`config.mk`:
```
export PLATFORM = sky130hd
export DESIGN_NAME = imem_loader
export DESIGN_NICKNAME = d
export VERILOG_FILES = /design/src/rtl/imem_loader.sv
export SDC_FILE = /design/constraint.sdc
export NUM_CORES = 1
export LEC_CHECK = 0
export BUFFER_PORTS_ARGS = -buffer_cell sky130_fd_sc_hd__buf_2
export CAP_MARGIN = 20
export CORE_MARGIN = 2
export CORE_UTILIZATION = 45
export CTS_CLUSTER_DIAMETER = 150
export DETAILED_ROUTE_END_ITERATION = 8
export GPL_TIMING_DRIVEN = 0
export PLACE_DENSITY = 0.79
export SLEW_MARGIN = 10
export SYNTH_ARGS = -nofsm -noshare
export SYNTH_HDL_FRONTEND = slang
export SYNTH_SLANG_ARGS = --single-unit
```
`constraint.sdc`:
```
create_clock -name clk -period 2 [get_ports clk]
set_input_delay 0.3 -clock clk [delete_from_list [all_inputs] [get_ports clk]]
set_output_delay 0.3 -clock clk [all_outputs]
set_load 0.02 [all_outputs]
```
`src/rtl/imem_loader.sv`:
```
// imem_loader: boot-time instruction memory writer.
// Takes a byte stream (LEN_LO, LEN_HI, 4*N data bytes) and writes little-endian
// 32-bit words to consecutive word addresses. The CPU stays in reset until done.
// Optional feature macro: IMEM_LOADER_CHECKSUM_EN adds a trailing XOR checksum byte.
module imem_loader #(
  parameter int DEPTH = 64
) (
  input  logic        clk,
  input  logic        reset,
  input  logic        in_valid,
  input  logic [7:0]  in_data,
  output logic        in_ready,
  output logic        mem_we,
  output logic [31:0] mem_addr,
  output logic [31:0] mem_wdata,
  output logic        cpu_reset,
  output logic        done,
  output logic        error,
  output logic [15:0] words_loaded
);

  localparam logic [16:0] DEPTH_LIM = 17'(DEPTH);

  typedef enum logic [2:0] {
    S_LEN_LO = 3'd0,
    S_LEN_HI = 3'd1,
    S_DATA   = 3'd2,
`ifdef IMEM_LOADER_CHECKSUM_EN
    S_CSUM   = 3'd3,
`endif
    S_FLUSH  = 3'd4,
    S_DONE   = 3'd5,
    S_ERROR  = 3'd6
  } state_t;

  // State entered once the data phase is over (or skipped for N == 0).
`ifdef IMEM_LOADER_CHECKSUM_EN
  localparam state_t S_TAIL = S_CSUM;

  // Running checksum: plain XOR fold of every data byte.
  function automatic logic [7:0] csum_fold(input logic [7:0] acc, input logic [7:0] b);
    return acc ^ b;
  endfunction
`else
  localparam state_t S_TAIL = S_FLUSH;
`endif

  state_t      state_r;
  state_t      next_state_s;
  logic        in_ready_s;
  logic        xfer_s;
  logic [15:0] len_s;
  logic        last_word_s;
  logic [7:0]  len_lo_r;
  logic [15:0] len_r;
  logic [1:0]  byte_cnt_r;
  logic [23:0] asm_r;
  logic        mem_we_r;
  logic [31:0] mem_addr_r;
  logic [31:0] mem_wdata_r;
  logic [15:0] words_r;
  logic        done_r;
  logic        error_r;
  logic        cpu_reset_r;
`ifdef IMEM_LOADER_CHECKSUM_EN
  logic [7:0]  csum_r;
`endif

  assign len_s       = {in_data, len_lo_r};
  assign last_word_s = ((words_r + 16'd1) == len_r);
  assign xfer_s      = in_valid && in_ready_s;

  assign in_ready     = in_ready_s;
  assign mem_we       = mem_we_r;
  assign mem_addr     = mem_addr_r;
  assign mem_wdata    = mem_wdata_r;
  assign cpu_reset    = cpu_reset_r;
  assign done         = done_r;
  assign error        = error_r;
  assign words_loaded = words_r;

  // Accept bytes only in stream-consuming states and never while reset is held.
  always_comb begin
    in_ready_s = 1'b0;
    case (state_r)
      S_LEN_LO, S_LEN_HI, S_DATA: in_ready_s = !reset;
`ifdef IMEM_LOADER_CHECKSUM_EN
      S_CSUM:                     in_ready_s = !reset;
`endif
      default:                    in_ready_s = 1'b0;
    endcase
  end

  // Next-state decode for the stream parser.
  always_comb begin
    next_state_s = state_r;
    case (state_r)
      S_LEN_LO: begin
        if (xfer_s) next_state_s = S_LEN_HI;
        else        next_state_s = state_r;
      end
      S_LEN_HI: begin
        if (!xfer_s)                         next_state_s = state_r;
        else if ({1'b0, len_s} > DEPTH_LIM)  next_state_s = S_ERROR;
        else if (len_s == 16'd0)             next_state_s = S_TAIL;
        else                                 next_state_s = S_DATA;
      end
      S_DATA: begin
        if (xfer_s && (byte_cnt_r == 2'd3) && last_word_s) next_state_s = S_TAIL;
        else                                                next_state_s = state_r;
      end
`ifdef IMEM_LOADER_CHECKSUM_EN
      S_CSUM: begin
        if (!xfer_s)                      next_state_s = state_r;
        else if (in_data == csum_r)       next_state_s = S_FLUSH;
        else                              next_state_s = S_ERROR;
      end
`endif
      S_FLUSH: next_state_s = S_DONE;
      S_DONE:  next_state_s = S_DONE;
      S_ERROR: next_state_s = S_ERROR;
      default: next_state_s = S_ERROR;
    endcase
  end

  // State register.
  always_ff @(posedge clk) begin
    if (reset) state_r <= S_LEN_LO;
    else       state_r <= next_state_s;
  end

  // Length capture, word assembly, memory write strobe and status flags.
  always_ff @(posedge clk) begin
    if (reset) begin
      len_lo_r    <= 8'd0;
      len_r       <= 16'd0;
      byte_cnt_r  <= 2'd0;
      asm_r       <= 24'd0;
      mem_we_r    <= 1'b0;
      mem_addr_r  <= 32'd0;
      mem_wdata_r <= 32'd0;
      words_r     <= 16'd0;
      done_r      <= 1'b0;
      error_r     <= 1'b0;
      cpu_reset_r <= 1'b1;
`ifdef IMEM_LOADER_CHECKSUM_EN
      csum_r      <= 8'd0;
`endif
    end else begin
      mem_we_r    <= 1'b0;
      done_r      <= (next_state_s == S_DONE);
      error_r     <= (next_state_s == S_ERROR);
      cpu_reset_r <= (next_state_s != S_DONE);
      if (xfer_s) begin
        case (state_r)
          S_LEN_LO: len_lo_r <= in_data;
          S_LEN_HI: len_r    <= len_s;
          S_DATA: begin
            byte_cnt_r <= byte_cnt_r + 2'd1;
`ifdef IMEM_LOADER_CHECKSUM_EN
            csum_r     <= csum_fold(csum_r, in_data);
`endif
            case (byte_cnt_r)
              2'd0: asm_r[7:0]   <= in_data;
              2'd1: asm_r[15:8]  <= in_data;
              2'd2: asm_r[23:16] <= in_data;
              2'd3: begin
                // Fourth byte completes the word: write it at the current index.
                mem_wdata_r <= {in_data, asm_r};
                mem_addr_r  <= {14'd0, words_r, 2'b00};
                mem_we_r    <= 1'b1;
                words_r     <= words_r + 16'd1;
              end
              default: asm_r <= asm_r;
            endcase
          end
          default: len_lo_r <= len_lo_r;
        endcase
      end
    end
  end

endmodule

```
==> results_dict.tcl, run 1 <==
set metrics [dict create \
    drt_iter0_drc 464 \
    synth.ff_latch_count 121 \
    start_kind "flop" \
    initial_core_util_pct 45.7 \
    fmax_mhz 509 \
    ys_warn_count 0 \
    layout_commonest_cell "nand2_1" \
    power.leakage_nw 2.62 \
    totalWireLength_um 14200 \
    die_w_um 111 \
    syn_avg_cell_area_um2 7.91 \
    nets 784 \
    fp.coreArea_um2 11300 \
    dp_hpwl_um 9230 \
    holdWs_ps 230 \
    skew_ps 7.14 \
    nFillCells 984 \
    cts_tree "done" \
    maxCapViolations 0 \
    max_slew_margin_pct 53.5 \
    clkTransAtPathRegs_ps 50 \
    grt_max_degree 17 \
    clock_latency_ps 420 \
    power_density_nw_per_um2 899 \
    fin_crit_ps 1960 \
    ir_worst_vdd_mv 0.559 \
    status "finished, final reports clean" \
    clock_path_buffers 2 \
    grt_pass1_vias 4421 \
    finalHoldViolCount 0 \
    yosysTopAreaCell "dfxtp_1" \
    setup_viol 0 \
    hp-class "input pin to flop" \
    drv_slew 0 \
    rows 39 \
    vias 4887 \
    postLayoutCoreUtil_pct 58.3 \
    antenna_left 0 \
    die_area_um2 12300 \
    dr.pass1.iters 6 \
    critPathRequiredTime_ps 1700 \
    antenna_found_initial 0 \
    synth_seq_area_share_pct 47.0 \
    period_share_pct 98.2 \
    tightest_slew_ps 695 \
    clockRootBuffer "clkbuf_16" \
    cp.arrival_ps 1660 \
    drc 0 \
    synth_edf_count 0 \
    mostFrequentLayoutCells "nand2_1 (165), dfxtp_1 (114), a21oi_1 (104)" \
    cts.sinks 121 \
    wire_per_inst_um 15.4 \
    synth.distinct_cells 47 \
    area_growth_syn_to_layout_pct 27.5 \
    critPathKind "flop to primary output" \
    drive_above_1_share_pct 23.7 \
    holdBufCountCts 0 \
    fin_setup_tns_ps 0 \
    ctsHtreeMaxLevel 4 \
    fin_area_um2 6570 \
    synth_top_area_share_pct 47.0 \
    grt_pass1_wl_um 22400 \
    num_antenna_cells 0 \
    die_y_um 111 \
    critPathMaxFanout 10 \
    io_buffers 79 \
    globalRouteOverflowTotal 0 \
    yosys-top-cells-area "dfxtp_1 (47%), nand2_1 (12%), a21oi_1 (10%)" \
    place_area_um2 5780 \
    ys.flop_type "dfxtp_1" \
    io_pins 96 \
    grt_usage_pct 22.7 \
    place.gp.congestion 0.948 \
    crit_path_end_kind "primary output" \
    ys_async_sr_fraction_pct 0 \
    syn_inst 651 \
    via_per_inst 5.29 \
    syn_area_um2 5150 \
    cts_buffers 17 \
]
-- synthesized netlist by cell type (all sizes together) (2+ instances only) --
cell	instances
xnor2	21
xor2	15
nand4	8
ha	5
nor3	6
o21ai	2
nand2b	4
nor4	8
nand2	170
or3	2
nor2	34
nand3	53
o211a	2
buf	34
o211ai	2
nor2b	4
a21oi	104
inv	9
a211oi	3
clkbuf	27
dfxtp	121
-- final cells by class --
type | count | area, µm² | area share (%)
sequential | 121 | 2440 | 37.1
clock inverter | 11 | 148 | 2.25
multi-input combinational | 475 | 2530 | 38.5
buffer | 58 | 348 | 5.30
tap | 143 | 179 | 2.72
timing repair buffer | 86 | 448 | 6.82
clock buffer | 20 | 447 | 6.80
inverter | 9 | 33.8 | 0.514
-- per-layer routing --
metal	vias up	share of wire (%)	GRT usage, %
li1	2370	-	-
met1	2267	42	29.7
met2	220	47	36.1
met3	30	8.0	5.08
met4	0	2.2	9.50
met5	-	0	0
-- logic make-up after synthesis --
kind of cell / after synthesis / synth area share, %
and+or+nand+nor: 297 / 25.9
DFF: 121 / 47.0
AOI/OAI and AO/OA: 120 / 12.6
buffers and inverters: 70 / 6.92
xor gates and xnor gates: 36 / 6.12
adders and majority gates: 5 / 1.21
other: 1 / 0.0728
muxes: 1 / 0.194
-- sequential cells by signal, summed over array words and instances (netlist names) --
name          flops
error             1
mem_we            1
len_lo_r          8
len_r            16
done              1
words_loaded     16
byte_cnt_r        2
asm_r            24
mem_wdata        32
cpu_reset         1
state_r           3
mem_addr         16
-- per-stage QoR --
| stage | cells | setup slack, ps | total power [mW] |
|---|---|---|---|
| finish | 923 | 35.2 | 5.90 |
| global route | 923 | -1.14 | 6.06 |
| CTS | 919 | 2.83 | 5.89 |
| detailed placement | 888 | -275 | 2.85 |
| global placement | 888 | -209 | 2.84 |
| floorplan | 666 | 36.6 | 2.75 |
-- report_power, final --
| part | switching (mW) | internal [mW] |
|---|---|---|
| combinational | 0.231 | 0.106 |
| clock | 1.11 | 1.98 |
| sequential | 0.0338 | 2.44 |
-- final timing paths --
path	startpoint	endpoint	slack [ps]	depth (start not counted)
worst max-delay path	state_r[0]$_SDFF_PP0_	in_ready	40	4
worst min-delay path	in_data[4]	mem_wdata[28]$_SDFFE_PP0P_	230	3
worst max register to register	words_loaded[4]$_SDFFE_PP0P_	state_r[1]$_SDFF_PP0_	50	8
worst min register to register	mem_wdata[10]$_SDFFE_PP0P_	mem_wdata[10]$_SDFFE_PP0P_	450	2
-- worst max-delay path: stages (launching register included) --
cell	delay (ps)
dfxtp_1	360
buf_2	210
clkbuf_4	210
a211oi_2	260
buf_2	200
-- repair_timing --
item,in CTS,in global routing
setup endpoints to repair,75,91
buffers inserted,2,5
resized for setup,20,30
pin swaps,2,5
(Power assumes the default switching activity.)
==> run 2: changes to the inputs <==
Settings changed: PLACE_DENSITY 0.79 to 0.77.
Clock period 2 ns to 2.48 ns, I/O delays scaled along.
==> run 2 against run 1 <==
Against the previous run:
- power down 15%
- critical path depth up 3
- final cell count down 0.33%
- sequential cell count unchanged
- count of clock-buffer cells in the layout down 1
- largest cell class unchanged
- non-clock buffer count down 4
- global-route usage down 0.95 points
- largest power group unchanged
- core utilization down 1.1 points
- worst hold slack better by 66 ps
- first-iteration DRC count down 7.1%
- via count down 3.5%
==> results_dict.tcl, run 2 (synthesis results as in run 1) <==
set metrics [dict create \
    status "finished, final reports clean" \
    cp.arrival_ps 2630 \
    nets 780 \
    cts.sinks 121 \
    stdcell_count 920 \
    setup_viol 0 \
    io_pins 96 \
    via_per_inst 5.12 \
    fin_setup_tns_ps 0 \
    met3_length_um 791 \
    rr_endpoint "words_loaded[10]$_SDFFE_PP0P_" \
    clockRootBuffer "clkbuf_16" \
    crit_path_cell_trace "ha_1 > nor4bb_1 > nand2_1 > nor3_1 > nand4_1 > xor2_1 > nor2_1" \
    grt_pass1_vias 4378 \
    tightest_slew_ps 699 \
    holdBufCountCts 0 \
    drt_iter0_drc 431 \
    vias 4714 \
    fmax_mhz 427 \
    drive_above_1_share_pct 19.6 \
    crit_path_end_kind "flop" \
    r2r_start "byte_cnt_r[0]$_SDFFE_PP0P_" \
    drc 0 \
    power.leakage_nw 2.57 \
    ff2ff_path_depth 7 \
    cts_tree "done" \
    cpMaxStageDelayCell "nor3_1" \
    rsz0062_at_grt "no" \
    place.gp.congestion 0.913 \
    clock_path_buffers 2 \
    globalRouteOverflowTotal 0 \
    totalWireLength_um 13100 \
    ir_worst_vdd_mv 0.532 \
    rows 39 \
    wire_per_inst_um 14.3 \
    clkTransAtPathRegs_ps 60 \
    cts_buffers 17 \
    drv_slew 0 \
    slowest_delay_ps 610 \
    start_kind "flop" \
    antenna_left 0 \
    ctsHtreeMaxLevel 4 \
    grt_max_degree 17 \
    clock_latency_ps 420 \
    num_antenna_cells 0 \
    fin_crit_ps 2340 \
    max_slew_margin_pct 53.2 \
    mostFrequentLayoutCells "nand2_1 (170), dfxtp_1 (121), a21oi_1 (104)" \
    placed_cells 888 \
    dp_hpwl_um 8960 \
    die_area_um2 12300 \
    dr.pass1.iters 4 \
    initial_core_util_pct 45.7 \
    dr_wl_met2_um 6150 \
    r2r_slack_ps 140 \
    hp-class "input pin to flop" \
    wl_met1_um 5910 \
    critPathKind "flop to flop" \
    highest_layer "met4" \
    finalHoldViolCount 0 \
    layout_commonest_cell "nand2_1" \
    whs_endpoint "mem_wdata[29]$_SDFFE_PP0P_" \
    largest_reg_flops 32 \
    die_w_um 111 \
    grt_pass1_wl_um 21400 \
    critPathMaxFanout 9 \
    power_density_nw_per_um2 777 \
    io_buffers 79 \
    fin_area_um2 6440 \
    area_growth_syn_to_layout_pct 25.0 \
    maxCapViolations 0 \
    postLayoutCoreUtil_pct 57.1 \
    grt_usage_pct 21.7 \
    die_y_um 111 \
    hold_depth 3 \
    fp.coreArea_um2 11300 \
    cts_resized 0 \
    antenna_found_initial 0 \
    place_area_um2 5780 \
    min_from "in_data[5]" \
    post-cts-setup-buffers 0 \
    skew_ps 8.48 \
    period_share_pct 94.5 \
    critPathRequiredTime_ps 2770 \
]
==> run 2: cell types whose count changed in the layout (fill, tap and decap cells not counted), moves of 3 or more <==
cell      delta
dfxtp_2      -5
clkbuf_1     +7
nor3_1       +3
nand2_1      +5
nand2_2      -5
buf_2        +6
nor4_2       -3
clkinv_2     -3
nor3_2       -3
dfxtp_1      +7
clkbuf_4     -3
buf_4       -11
nor4_1       +3
==> run 2: critical path: cells and delay by family, from the launching register on <==
family	cells	cell delay, ps
AND/OR/NAND/NOR	5	1430
flip-flops	1	400
adder cells (fa/ha/maj)	1	230
XOR/XNOR	1	150
==> run 2: cell type report <==
| cell class | instances | area (µm²) |
|---|---|---|
| clock inverter | 13 | 216 |
| sequential | 121 | 2420 |
| multi-input combinational | 475 | 2430 |
| timing repair buffer | 79 | 395 |
| clock buffer | 19 | 443 |
| inverter | 9 | 33.8 |
| buffer | 61 | 323 |
| fill | 1030 | 4830 |
| tap | 143 | 179 |
==> run 2: power breakdown <==
group | internal (mW) | switching (mW)
registers | 1.97 | 0.0192
logic | 0.0820 | 0.189
clock network | 1.82 | 0.923
total | 3.87 | 1.13
==> run 2: worst max-delay path by stage <==
stage                                       from                       endpoint  slack [ps]  cells after the start
floorplan           words_loaded[0]$_SDFFE_PP0P_          state_r[2]$_SDFF_PP0_         480                      7
global placement                           reset  words_loaded[10]$_SDFFE_PP0P_         190                      8
detailed placement                         reset  words_loaded[10]$_SDFFE_PP0P_         130                      8
CTS                        state_r[0]$_SDFF_PP0_                       in_ready         170                      4
global route               state_r[0]$_SDFF_PP0_                       in_ready           8                      4
finish                byte_cnt_r[0]$_SDFFE_PP0P_  words_loaded[10]$_SDFFE_PP0P_         140                      7
==> run 2: per-layer routing <==
metal / GRT usage [%] / vias up
li1: - / 2379
met1: 27.6 / 2171
met2: 35.5 / 141
met3: 5.52 / 23
met4: 8.42 / 0
met5: 0 / -
==> run 2: per-stage QoR <==
stage                     hold WS (ps)  worst slack (ps)  total power [mW]
after CTS                          293               168              5.02
after detailed placement           445               130              2.29
after global placement             441               189              2.29
after global routing               300              7.67              5.16
after floorplan                    432               476              2.22
final                              296               137              5.00
==> run 3: changes to the inputs <==
Settings changed: CORE_UTILIZATION 45 to 59, PLACE_DENSITY 0.77 to 0.94.
==> run 3 against run 2 <==
Against the previous run:
- final area is 2.2% lower
- final cell count down 3.8%
- core utilization up 16 points
- register-to-register slack improved by 70 ps
- sequential power hardly changed
- sequential cell count did not move
- count of clock-buffer cells in the layout up 1
- power decreased by 9.9%
- maximum frequency up 1.6%
- critical endpoint is now in_ready
- highest routed layer unchanged
==> results_dict.tcl, run 3 (synthesis results as in run 1) <==
set metrics [dict create \
    maxCapViolations 0 \
    wire_per_inst_um 16.2 \
    nets 780 \
    crit_path_end_kind "primary output" \
    cts_buffers 17 \
    crit_family "buffers and inverters" \
    drive_above_1_share_pct 20.3 \
    fin_setup_tns_ps 0 \
    area_growth_syn_to_layout_pct 22.3 \
    cts_tree "done" \
    largest_reg_flops 32 \
    clkTransAtPathRegs_ps 60 \
    r2r_slack_ps 210 \
    ff2ff_path_depth 7 \
    start_kind "flop" \
    grt_max_degree 17 \
    period_share_pct 92.9 \
    place.gp.congestion 0.897 \
    drc 0 \
    max_slew_margin_pct 52.5 \
    clock_latency_ps 530 \
    worst-path-buf-inv 3 \
    rsz0062_at_grt "no" \
    critPathRequiredTime_ps 2110 \
    min_from "in_data[7]" \
    rr_endpoint "state_r[1]$_SDFF_PP0_" \
    grt_pass1_wl_um 22900 \
    hp-class "input pin to flop" \
    nFillCells 586 \
    initial_core_util_pct 59.9 \
    grt_usage_pct 29.9 \
    fin_area_um2 6300 \
    fmax_mhz 434 \
    r2r_start "words_loaded[1]$_SDFFE_PP0P_" \
    antenna_found_initial 0 \
    io_pins 96 \
    slowest_delay_ps 420 \
    io_buffers 79 \
    power.leakage_nw 2.52 \
    num_antenna_cells 0 \
    dr.pass1.iters 7 \
    cpMaxStageDelayCell "dfxtp_1" \
    via_per_inst 5.75 \
    power_density_nw_per_um2 715 \
    fin_crit_ps 2300 \
    holdBufCountCts 0 \
    ir_worst_vdd_mv 0.515 \
    globalRouteOverflowTotal 0 \
    grt_pass1_vias 4800 \
    antenna_left 0 \
    vias 5088 \
    finalPower_mw 4.51 \
    fp.coreArea_um2 8590 \
    critPathMaxFanout 10 \
    ctsHtreeMaxLevel 4 \
    totalWireLength_um 14400 \
    whs_endpoint "mem_wdata[31]$_SDFFE_PP0P_" \
    mostFrequentLayoutCells "nand2_1 (169), dfxtp_1 (120), a21oi_1 (104)" \
    die_y_um 97.4 \
    setup_viol 0 \
    die_w_um 97.4 \
    tightest_slew_ps 712 \
    finalHoldViolCount 0 \
    setup.worst_path.start "state_r[0]$_SDFF_PP0_" \
    place_area_um2 5740 \
    die_area_um2 9490 \
    clockRootBuffer "clkbuf_8" \
    critPathKind "flop to primary output" \
    cp.arrival_ps 1930 \
    clock_path_buffers 2 \
    layout_commonest_cell "nand2_1" \
    crit_path_cell_trace "clkbuf_2 > clkbuf_1 > a211oi_1 > buf_2" \
    drv_slew 0 \
    rows 34 \
    hold_depth 3 \
    drt_iter0_drc 589 \
    dp_hpwl_um 9300 \
    status "finished, final reports clean" \
    skew_ps 7.78 \
    cts.sinks 121 \
]
-- run 3: cell types whose count changed in the layout (fill, tap and decap cells not counted), sizes merged --
cell and delta:
clkinv +3, clkbuf +1, bufinv -5, clkinvlp +1
-- run 3: worst max-delay path by stage --
stage	end	depth (start not counted)
final	in_ready	4
after global routing	state_r[2]$_SDFF_PP0_	7
after CTS	in_ready	4
after detailed placement	mem_addr[3]$_SDFFE_PP0P_	9
after global placement	words_loaded[10]$_SDFFE_PP0P_	8
after floorplan	state_r[2]$_SDFF_PP0_	7
-- run 3: per-layer routing --
| metal | vias up | wire length [µm] | GRT usage, % |
|---|---|---|---|
| li1 | 2370 | - | - |
| met2 | 300 | 6830 | 48.8 |
| met1 | 2347 | 5500 | 36.1 |
| met5 | - | 0 | 0 |
| met3 | 71 | 1420 | 8.06 |
| met4 | 0 | 597 | 15.8 |
-- run 3: where the power goes --
group / leakage (nW) / switching (mW) / total [mW] / internal, mW
Clock: 0.260 / 0.928 / 2.24 / 1.31
Combinational: 1.29 / 0.193 / 0.276 / 0.0828
Sequential: 0.976 / 0.0214 / 1.99 / 1.97
-- run 3: metrics by stage --
step | setup slack (ps) | cells | hold WS (ps) | util, %
final | 175 | 885 | 190 | 73.3
after global routing | 2.35 | 885 | 197 | 73.3
after CTS | 67.2 | 885 | 175 | 73.2
after detailed placement | 204 | 853 | 443 | 66.8
after global placement | 243 | 853 | 438 | 66.8
after floorplan | 476 | 666 | 432 | -
-- run 3: layout make-up --
class | count | area, µm² | share of cell area [%]
multi-input cells | 475 | 2440 | 38.8
clock inverters | 12 | 92.6 | 1.47
flip-flops and latches | 121 | 2420 | 38.5
plain buffers | 61 | 324 | 5.14
well taps | 108 | 135 | 2.14
repair buffers | 79 | 395 | 6.27
clock buffers | 20 | 455 | 7.23
inverters | 9 | 33.8 | 0.536
-- run 3: what timing repair did --
action,CTS,global route
setup endpoints to repair,0,8
resized for setup,0,6
setup buffers,0,0
-- run 3: worst register-to-register path: stages, from the launching register on --
cell     delay (ps)
dfxtp_1         470
ha_1            300
nand3_1         290
nor3_1          390
nor2_1           90
nor4_1          240
and4_1          290
o21ai_0          90
